**config.mk**
```make
export PLATFORM = sky130hd
export DESIGN_NAME = bit_serial_alu_ctrl
export DESIGN_NICKNAME = d
export VERILOG_FILES = /design/src/rtl/bit_serial_alu_ctrl.sv
export SDC_FILE = /design/constraint.sdc
export NUM_CORES = 1
export LEC_CHECK = 0
export ABC_AREA = 1
export BUFFER_PORTS_ARGS = -buffer_cell sky130_fd_sc_hd__buf_2
export CAP_MARGIN = 20
export CORE_MARGIN = 1.5
export CORE_UTILIZATION = 56
export DETAILED_ROUTE_END_ITERATION = 16
export GPL_ROUTABILITY_DRIVEN = 0
export GPL_TIMING_DRIVEN = 0
export PLACE_DENSITY = 0.79
export RECOVER_POWER = 25
export SLEW_MARGIN = 20
export SYNTH_ARGS = -nofsm -noshare
export SYNTH_HDL_FRONTEND = slang
export SYNTH_HIERARCHICAL = 1
export SYNTH_SLANG_ARGS = --single-unit
```
**constraint.sdc**
```tcl
create_clock -name clk -period 2.5 [get_ports clk]
set_input_delay 0.5 -clock clk [delete_from_list [all_inputs] [get_ports clk]]
set_output_delay 0.5 -clock clk [all_outputs]
set_load 0.1 [all_outputs]
```
**src/rtl/bit_serial_alu_ctrl.sv**
```systemverilog
// bit_serial_alu_ctrl -- runs WIDTH-bit ALU operations through one 1-bit ALU
// slice, one bit per clock, LSB first.
//
// Ports:
//   clk        rising-edge clock
//   rst_n      asynchronous active-low reset
//   start      request pulse, only looked at while idle
//   op         000 AND, 001 OR, 010 ADD, 011 SUB, 100 NOR, 101 NAND,
//              110 SLT, 111 illegal
//   a, b       operands, captured when a request is accepted
//   busy       high while an operation is running or completing
//   done       one-cycle pulse when result and flags become valid
//   result     operation result, held until the next completion
//   carry_out  carry out of the MSB for ADD/SUB/SLT, else 0
//   overflow   signed overflow for ADD/SUB/SLT, else 0
//   zero       result == 0
//   err        high with done when the op was illegal

// Single-bit ALU slice: optional input inversion, then AND / OR / full add.
module bit_serial_alu_slice (
    input  logic       a_bit,
    input  logic       b_bit,
    input  logic       a_invert,
    input  logic       b_invert,
    input  logic       carry_in,
    input  logic [1:0] sel,        // 00 AND, 01 OR, 10 ADD
    output logic       res_bit,
    output logic       carry_outb
);
    logic aa_s;
    logic bb_s;

    // Combinational slice datapath.
    always_comb begin
        aa_s       = a_bit ^ a_invert;
        bb_s       = b_bit ^ b_invert;
        carry_outb = (aa_s & bb_s) | (carry_in & (aa_s ^ bb_s));
        case (sel)
            2'b00:   res_bit = aa_s & bb_s;
            2'b01:   res_bit = aa_s | bb_s;
            2'b10:   res_bit = aa_s ^ bb_s ^ carry_in;
            default: res_bit = 1'b0;
        endcase
    end
endmodule

module bit_serial_alu_ctrl #(
    parameter int WIDTH = 8
) (
    input  logic             clk,
    input  logic             rst_n,
    input  logic             start,
    input  logic [2:0]       op,
    input  logic [WIDTH-1:0] a,
    input  logic [WIDTH-1:0] b,
    output logic             busy,
    output logic             done,
    output logic [WIDTH-1:0] result,
    output logic             carry_out,
    output logic             overflow,
    output logic             zero,
    output logic             err
);
    localparam int CW = (WIDTH > 2) ? $clog2(WIDTH) : 1;
    localparam logic [CW-1:0] LAST = CW'(WIDTH - 1);

    localparam logic [1:0] ST_IDLE = 2'd0;
    localparam logic [1:0] ST_RUN  = 2'd1;
    localparam logic [1:0] ST_DONE = 2'd2;

    localparam logic [2:0] OP_ADD = 3'b010;
    localparam logic [2:0] OP_SUB = 3'b011;
    localparam logic [2:0] OP_SLT = 3'b110;
    localparam logic [2:0] OP_ILL = 3'b111;

    // Slice controls for an op, packed as {a_invert, b_invert, sel[1:0], initial carry}.
    function automatic logic [4:0] slice_ctrl(input logic [2:0] o);
        case (o)
            3'b000:  slice_ctrl = {1'b0, 1'b0, 2'b00, 1'b0};  // AND
            3'b001:  slice_ctrl = {1'b0, 1'b0, 2'b01, 1'b0};  // OR
            3'b010:  slice_ctrl = {1'b0, 1'b0, 2'b10, 1'b0};  // ADD
            3'b011:  slice_ctrl = {1'b0, 1'b1, 2'b10, 1'b1};  // SUB
            3'b110:  slice_ctrl = {1'b0, 1'b1, 2'b10, 1'b1};  // SLT
            3'b100:  slice_ctrl = {1'b1, 1'b1, 2'b00, 1'b0};  // NOR = ~a & ~b
            3'b101:  slice_ctrl = {1'b1, 1'b1, 2'b01, 1'b0};  // NAND = ~a | ~b
            default: slice_ctrl = 5'b00000;
        endcase
    endfunction

    logic [1:0]       state_q,     state_d;
    logic [CW-1:0]    cnt_q,       cnt_d;
    logic [WIDTH-1:0] a_sh_q,      a_sh_d;
    logic [WIDTH-1:0] b_sh_q,      b_sh_d;
    logic [WIDTH-1:0] res_sh_q,    res_sh_d;
    logic [2:0]       op_q,        op_d;
    logic             carry_q,     carry_d;
    logic [WIDTH-1:0] result_q,    result_d;
    logic             carry_out_q, carry_out_d;
    logic             overflow_q,  overflow_d;
    logic             zero_q,      zero_d;
    logic             err_q,       err_d;
    logic             done_q,      done_d;
    logic             busy_q,      busy_d;

    logic [4:0]       ctrl_s;
    logic             slice_res_s;
    logic             slice_cout_s;
    logic             is_arith_s;
    logic             ovf_raw_s;
    logic [WIDTH-1:0] final_res_s;

    // Slice controls follow the latched op for the whole run.
    always_comb begin
        ctrl_s     = slice_ctrl(op_q);
        is_arith_s = (op_q == OP_ADD) || (op_q == OP_SUB) || (op_q == OP_SLT);
    end

    bit_serial_alu_slice u_slice (
        .a_bit      (a_sh_q[0]),
        .b_bit      (b_sh_q[0]),
        .a_invert   (ctrl_s[4]),
        .b_invert   (ctrl_s[3]),
        .carry_in   (carry_q),
        .sel        (ctrl_s[2:1]),
        .res_bit    (slice_res_s),
        .carry_outb (slice_cout_s)
    );

    // Final-bit result assembly; carry_q is the carry into the MSB at the last bit.
    always_comb begin
        ovf_raw_s = carry_q ^ slice_cout_s;
        if (op_q == OP_SLT) begin
            // Signed less-than: sign of the difference corrected by overflow.
            final_res_s = {{(WIDTH-1){1'b0}}, slice_res_s ^ ovf_raw_s};
        end else begin
            final_res_s = {slice_res_s, res_sh_q[WIDTH-1:1]};
        end
    end

    // Next-state and datapath logic.
    always_comb begin
        state_d     = state_q;
        cnt_d       = cnt_q;
        a_sh_d      = a_sh_q;
        b_sh_d      = b_sh_q;
        res_sh_d    = res_sh_q;
        op_d        = op_q;
        carry_d     = carry_q;
        result_d    = result_q;
        carry_out_d = carry_out_q;
        overflow_d  = overflow_q;
        zero_d      = zero_q;
        err_d       = err_q;
        done_d      = 1'b0;
        busy_d      = busy_q;
        case (state_q)
            ST_IDLE: begin
                if (start) begin
                    busy_d = 1'b1;
                    if (op == OP_ILL) begin
                        state_d     = ST_DONE;
                        done_d      = 1'b1;
                        result_d    = '0;
                        carry_out_d = 1'b0;
                        overflow_d  = 1'b0;
                        zero_d      = 1'b1;
                        err_d       = 1'b1;
                    end else begin
                        state_d = ST_RUN;
                        a_sh_d  = a;
                        b_sh_d  = b;
                        op_d    = op;
                        cnt_d   = '0;
                        carry_d = slice_ctrl(op)[0];
                        err_d   = 1'b0;
                    end
                end else begin
                    busy_d = 1'b0;
                end
            end
            ST_RUN: begin
                a_sh_d   = a_sh_q >> 1;
                b_sh_d   = b_sh_q >> 1;
                res_sh_d = {slice_res_s, res_sh_q[WIDTH-1:1]};
                carry_d  = slice_cout_s;
                if (cnt_q == LAST) begin
                    state_d     = ST_DONE;
                    done_d      = 1'b1;
                    result_d    = final_res_s;
                    carry_out_d = is_arith_s & slice_cout_s;
                    overflow_d  = is_arith_s & ovf_raw_s;
                    zero_d      = (final_res_s == '0);
                end else begin
                    cnt_d = cnt_q + CW'(1);
                end
            end
            ST_DONE: begin
                state_d = ST_IDLE;
                busy_d  = 1'b0;
            end
            default: begin
                state_d = ST_IDLE;
                busy_d  = 1'b0;
            end
        endcase
    end

    // State and output registers.
    always_ff @(posedge clk or negedge rst_n) begin
        if (!rst_n) begin
            state_q     <= ST_IDLE;
            cnt_q       <= '0;
            a_sh_q      <= '0;
            b_sh_q      <= '0;
            res_sh_q    <= '0;
            op_q        <= 3'b000;
            carry_q     <= 1'b0;
            result_q    <= '0;
            carry_out_q <= 1'b0;
            overflow_q  <= 1'b0;
            zero_q      <= 1'b0;
            err_q       <= 1'b0;
            done_q      <= 1'b0;
            busy_q      <= 1'b0;
        end else begin
            state_q     <= state_d;
            cnt_q       <= cnt_d;
            a_sh_q      <= a_sh_d;
            b_sh_q      <= b_sh_d;
            res_sh_q    <= res_sh_d;
            op_q        <= op_d;
            carry_q     <= carry_d;
            result_q    <= result_d;
            carry_out_q <= carry_out_d;
            overflow_q  <= overflow_d;
            zero_q      <= zero_d;
            err_q       <= err_d;
            done_q      <= done_d;
            busy_q      <= busy_d;
        end
    end

    assign busy      = busy_q;
    assign done      = done_q;
    assign result    = result_q;
    assign carry_out = carry_out_q;
    assign overflow  = overflow_q;
    assign zero      = zero_q;
    assign err       = err_q;
endmodule
```
==> results list <==
- The critical path in this run is classified as reg -> reg.
- At the end of the flow, the number of nets in the layout was 336.
* Crit path buffers/inverters: 1
- H-tree depth: 2
- STA classifies the critical path startpoint as a register.
- In the global route stage, met1 resource usage came out at a little under a third.
- The count of nets left with antenna violations once routing finished came out at 0.
- The number of different library cells used by synthesis comes to 30.
- Outcome: complete, no violations
- In the routed design, unresolved DRC markers number 0.
* Height of the die: about 66 microns
* Hold WC Path Type: in -> async
- The total area inside the core boundary comes to about 3800 sq um.
- The largest individual stage delay along the critical path comes from the cell sky130_fd_sc_hd__dfrtp_1.
- WL final: 4640 microns
* Post-layout worst setup margin: 0.148 ns
* Synth Net Count: slightly below 300
- Counting the buffers created by CTS gives 5.
* Worst path cell trace: nor2_2 > nor2_1 > a21oi_2 > xnor2_2 > fa_1 > nand2_1 > nand3_1 > nand2_1 > inv_1 > nand3_1 > nand3_1 > nand2_1 > nand2_1 > nor2_1
* Fin crit share: 94.1%
- The clock passes through at most 2 buffers.
- Share of cells above drive strength 1: 22.9%
- In the global route stage, met2 resource usage came out at 37.8%.
* Pin count of the biggest net entering global routing: 47
* CP top delay family: simple AND/OR/NAND/NOR gates
* Endpoints failing setup: 0
- In the global route stage, overall resource usage came out at 23.3%.
- Adding up every negative setup slack in the final design gives 0 ns.
- Clock-pin slew on the worst setup and hold paths: 0.08 ns
* Data arrival time of the critical path: 2.59 ns
* Max-slew headroom at the worst pin: 20.9%
- Clock sinks: 46
- Of all cell types, the one taking the most synthesized area is sky130_fd_sc_hd__dfrtp_1.
- Stage delay of the slowest cell on the critical path: 0.47 ns
- STA classifies the critical path endpoint as a register.
- In this run, synthesis produced a sequential element count of 46.
- Data on the critical path is required at its endpoint by 2.74 ns.
- From left edge to right edge, the die measures approximately 66 microns.
- Detailed routing inserted a total of 1889 vias.
- The synthesized design devotes to its leading area cell type 51.0% of total area.
- Number of antenna cells inserted: 0
- The layer flagged by global routing as most heavily used is met2.
* Global-route wire length before repair: 7700 microns
- Pin placement for this block handled 36 I/O pins.
- After floorplanning, the core was divided into 22 placement rows.
* TritonRoute pass-1 iters: 4
- Once the floorplan was initialized, standard cells occupied 59.8% of the core.
- Along the worst path, the maximum fanout reaches 5.
* Synth top area cells: sky130_fd_sc_hd__dfrtp_1 51%, sky130_fd_sc_hd__nand2_1 11%, sky130_fd_sc_hd__o21ai_0 8.4%, sky130_fd_sc_hd__inv_1 6.5%, sky130_fd_sc_hd__nor2_1 2.3%
- The library cells used most frequently in the layout, excluding fill and tap cells, are 66 x sky130_fd_sc_hd__nand2_1, 46 x sky130_fd_sc_hd__dfrtp_1, 39 x sky130_fd_sc_hd__inv_1, 38 x sky130_fd_sc_hd__o21ai_0, 37 x sky130_fd_sc_hd__buf_2.
* Worst setup skew after layout: 0.00796 ns
- The count of buffers added on input and output ports is 35.
- Summed over all nets, the half-perimeter wirelength after detailed placement is roughly 3200 microns.
* Number of warnings reported in the yosys synthesis log: 6
- Die outline area: 4420 sq um
- Number of antenna violations at the first check in global routing: 0
- Register area share after synthesis: slightly above 50%
- Number of flops mapped to enable cells by yosys: 0
* Global routing met3 resource utilization: 3.72%
- TritonCTS built the clock tree.
* Syn Area/Cell: 8.55 sq um
* Cell Area, Synth: 2260 sq um
* Total count of max-transition violations in the final report: 0
- Most common library cell in the layout ignoring fill and taps: sky130_fd_sc_hd__nand2_1
- In this design, the critical path's most frequently occurring cell is sky130_fd_sc_hd__nand2_1.
* Vias in the first global route: 1795
* Grt total ovfl: 0
- Violation count after the first detailed-routing iteration: 126
- For this run, the top clock speed supported by timing is 0.425 GHz.
- At the pin with the least slew margin, the transition time is ~1.2 ns.
- Worst-skew pair later-pin latency: roughly 0.3 ns
* Final hold violations: 0
- Max-cap violations: 0
* FFs w/ async S/R, synth: 100%
* Cell count after synthesis: 264
- Dpl ws: 0.108 ns
- Dividing the detail-routed wire length by the instance count gives 13.0 microns.
- Layout area overhead: 17.1%
* Post-layout min period: ~2.4 ns
* Routed vias/inst: 5.28
* CTS Root Buffer Type: sky130_fd_sc_hd__clkbuf_8
* Post-synth top flop: sky130_fd_sc_hd__dfrtp_1
-- registers in the layout (all words and copies together), names as in the netlist, 2 cells and up --
signal	flops
res_sh_q	7
op_q	3
cnt_q	3
result	8
state_q	2
a_sh_q	8
b_sh_q	8
-- logic make-up after synthesis --
group,synth area share (%)
adder cells (fa/ha/maj),3.11
AND/OR/NAND/NOR,21.1
buffers and inverters,10.1
flip-flops,51.0
AO/OA/AOI/OAI,13.9
XOR/XNOR,0.777
-- area by class of cell --
class                      count  area (sq um)
sequential                    46          1150
fill                         295          1130
multi-input combinational    168           890
timing repair buffer          38           201
inverter                      41           156
clock buffer                   8           110
buffer                         9          72.6
tap                           48          60.1
-- path summary, 6_finish.rpt --
check | from | endpoint | slack (ns) | cells past startpoint
hold reg to reg | busy | busy | 0.48 | 2
hold / removal | rst_n | a_sh_q[0] | 0.33 | 1
min in group clk | b[7] | b_sh_q[7] | 0.45 | 3
max in group asynchronous | rst_n | b_sh_q[7] | 0.52 | 2
setup / recovery | op_q[1] | zero | 0.15 | 14
setup reg to reg | op_q[1] | zero | 0.15 | 14
-- metrics by stage --
stage,std cells,utilization [%],instance area (sq um),hold slack [ns]
floorplan,264,-,2260,0.204
global placement,347,66.1,2490,0.456
detailed placement,347,66.1,2490,0.459
CTS,355,69.0,2600,0.401
global route,358,70.0,2640,0.394
finish,358,70.0,2640,0.330
-- worst register-to-register path, delay by kind of cell, from the launching register on --
family	cells	cell delay (ns)
and+or+nand+nor	10	0.96
DFF	1	0.47
adders and majority gates	1	0.45
AOI/OAI and AO/OA	1	0.16
xor gates and xnor gates	1	0.16
buffers and inverters	1	0.10
-- layer usage --
layer  share of wire (%)  routed length (microns)  vias to the layer above
li1                    -                        -                      930
met3                 5.1                      235                        7
met1                  46                     2120                      896
met2                  48                     2210                       56
met5                   0                        0                        -
met4                 1.6                       73                        0
-- what timing repair did --
action,4_1_cts,5_1_grt
hold buffers,0,0
setup endpoints to repair,0,3
resized for setup,0,3
buffers inserted,0,2
-- synth_stat cells, types with 2 or more instances --
cell type                   n
sky130_fd_sc_hd__nand3_2    2
sky130_fd_sc_hd__nor2_1    14
sky130_fd_sc_hd__nand2_4    3
sky130_fd_sc_hd__dfrtp_1   46
sky130_fd_sc_hd__buf_2      3
sky130_fd_sc_hd__o21ai_1    2
sky130_fd_sc_hd__o21ai_0   38
sky130_fd_sc_hd__nor3_1     4
sky130_fd_sc_hd__ha_1       4
sky130_fd_sc_hd__o31ai_1    4
sky130_fd_sc_hd__nand2_1   66
sky130_fd_sc_hd__nand2_2    3
sky130_fd_sc_hd__inv_1     39
sky130_fd_sc_hd__buf_6      4
sky130_fd_sc_hd__nand3_1    8
sky130_fd_sc_hd__a21oi_1    4
sky130_fd_sc_hd__o211ai_1   6
sky130_fd_sc_hd__nand4_1    2
Power is not shown: default switching activity piles up to over one toggle a cycle in this logic, so the estimate is an artifact.
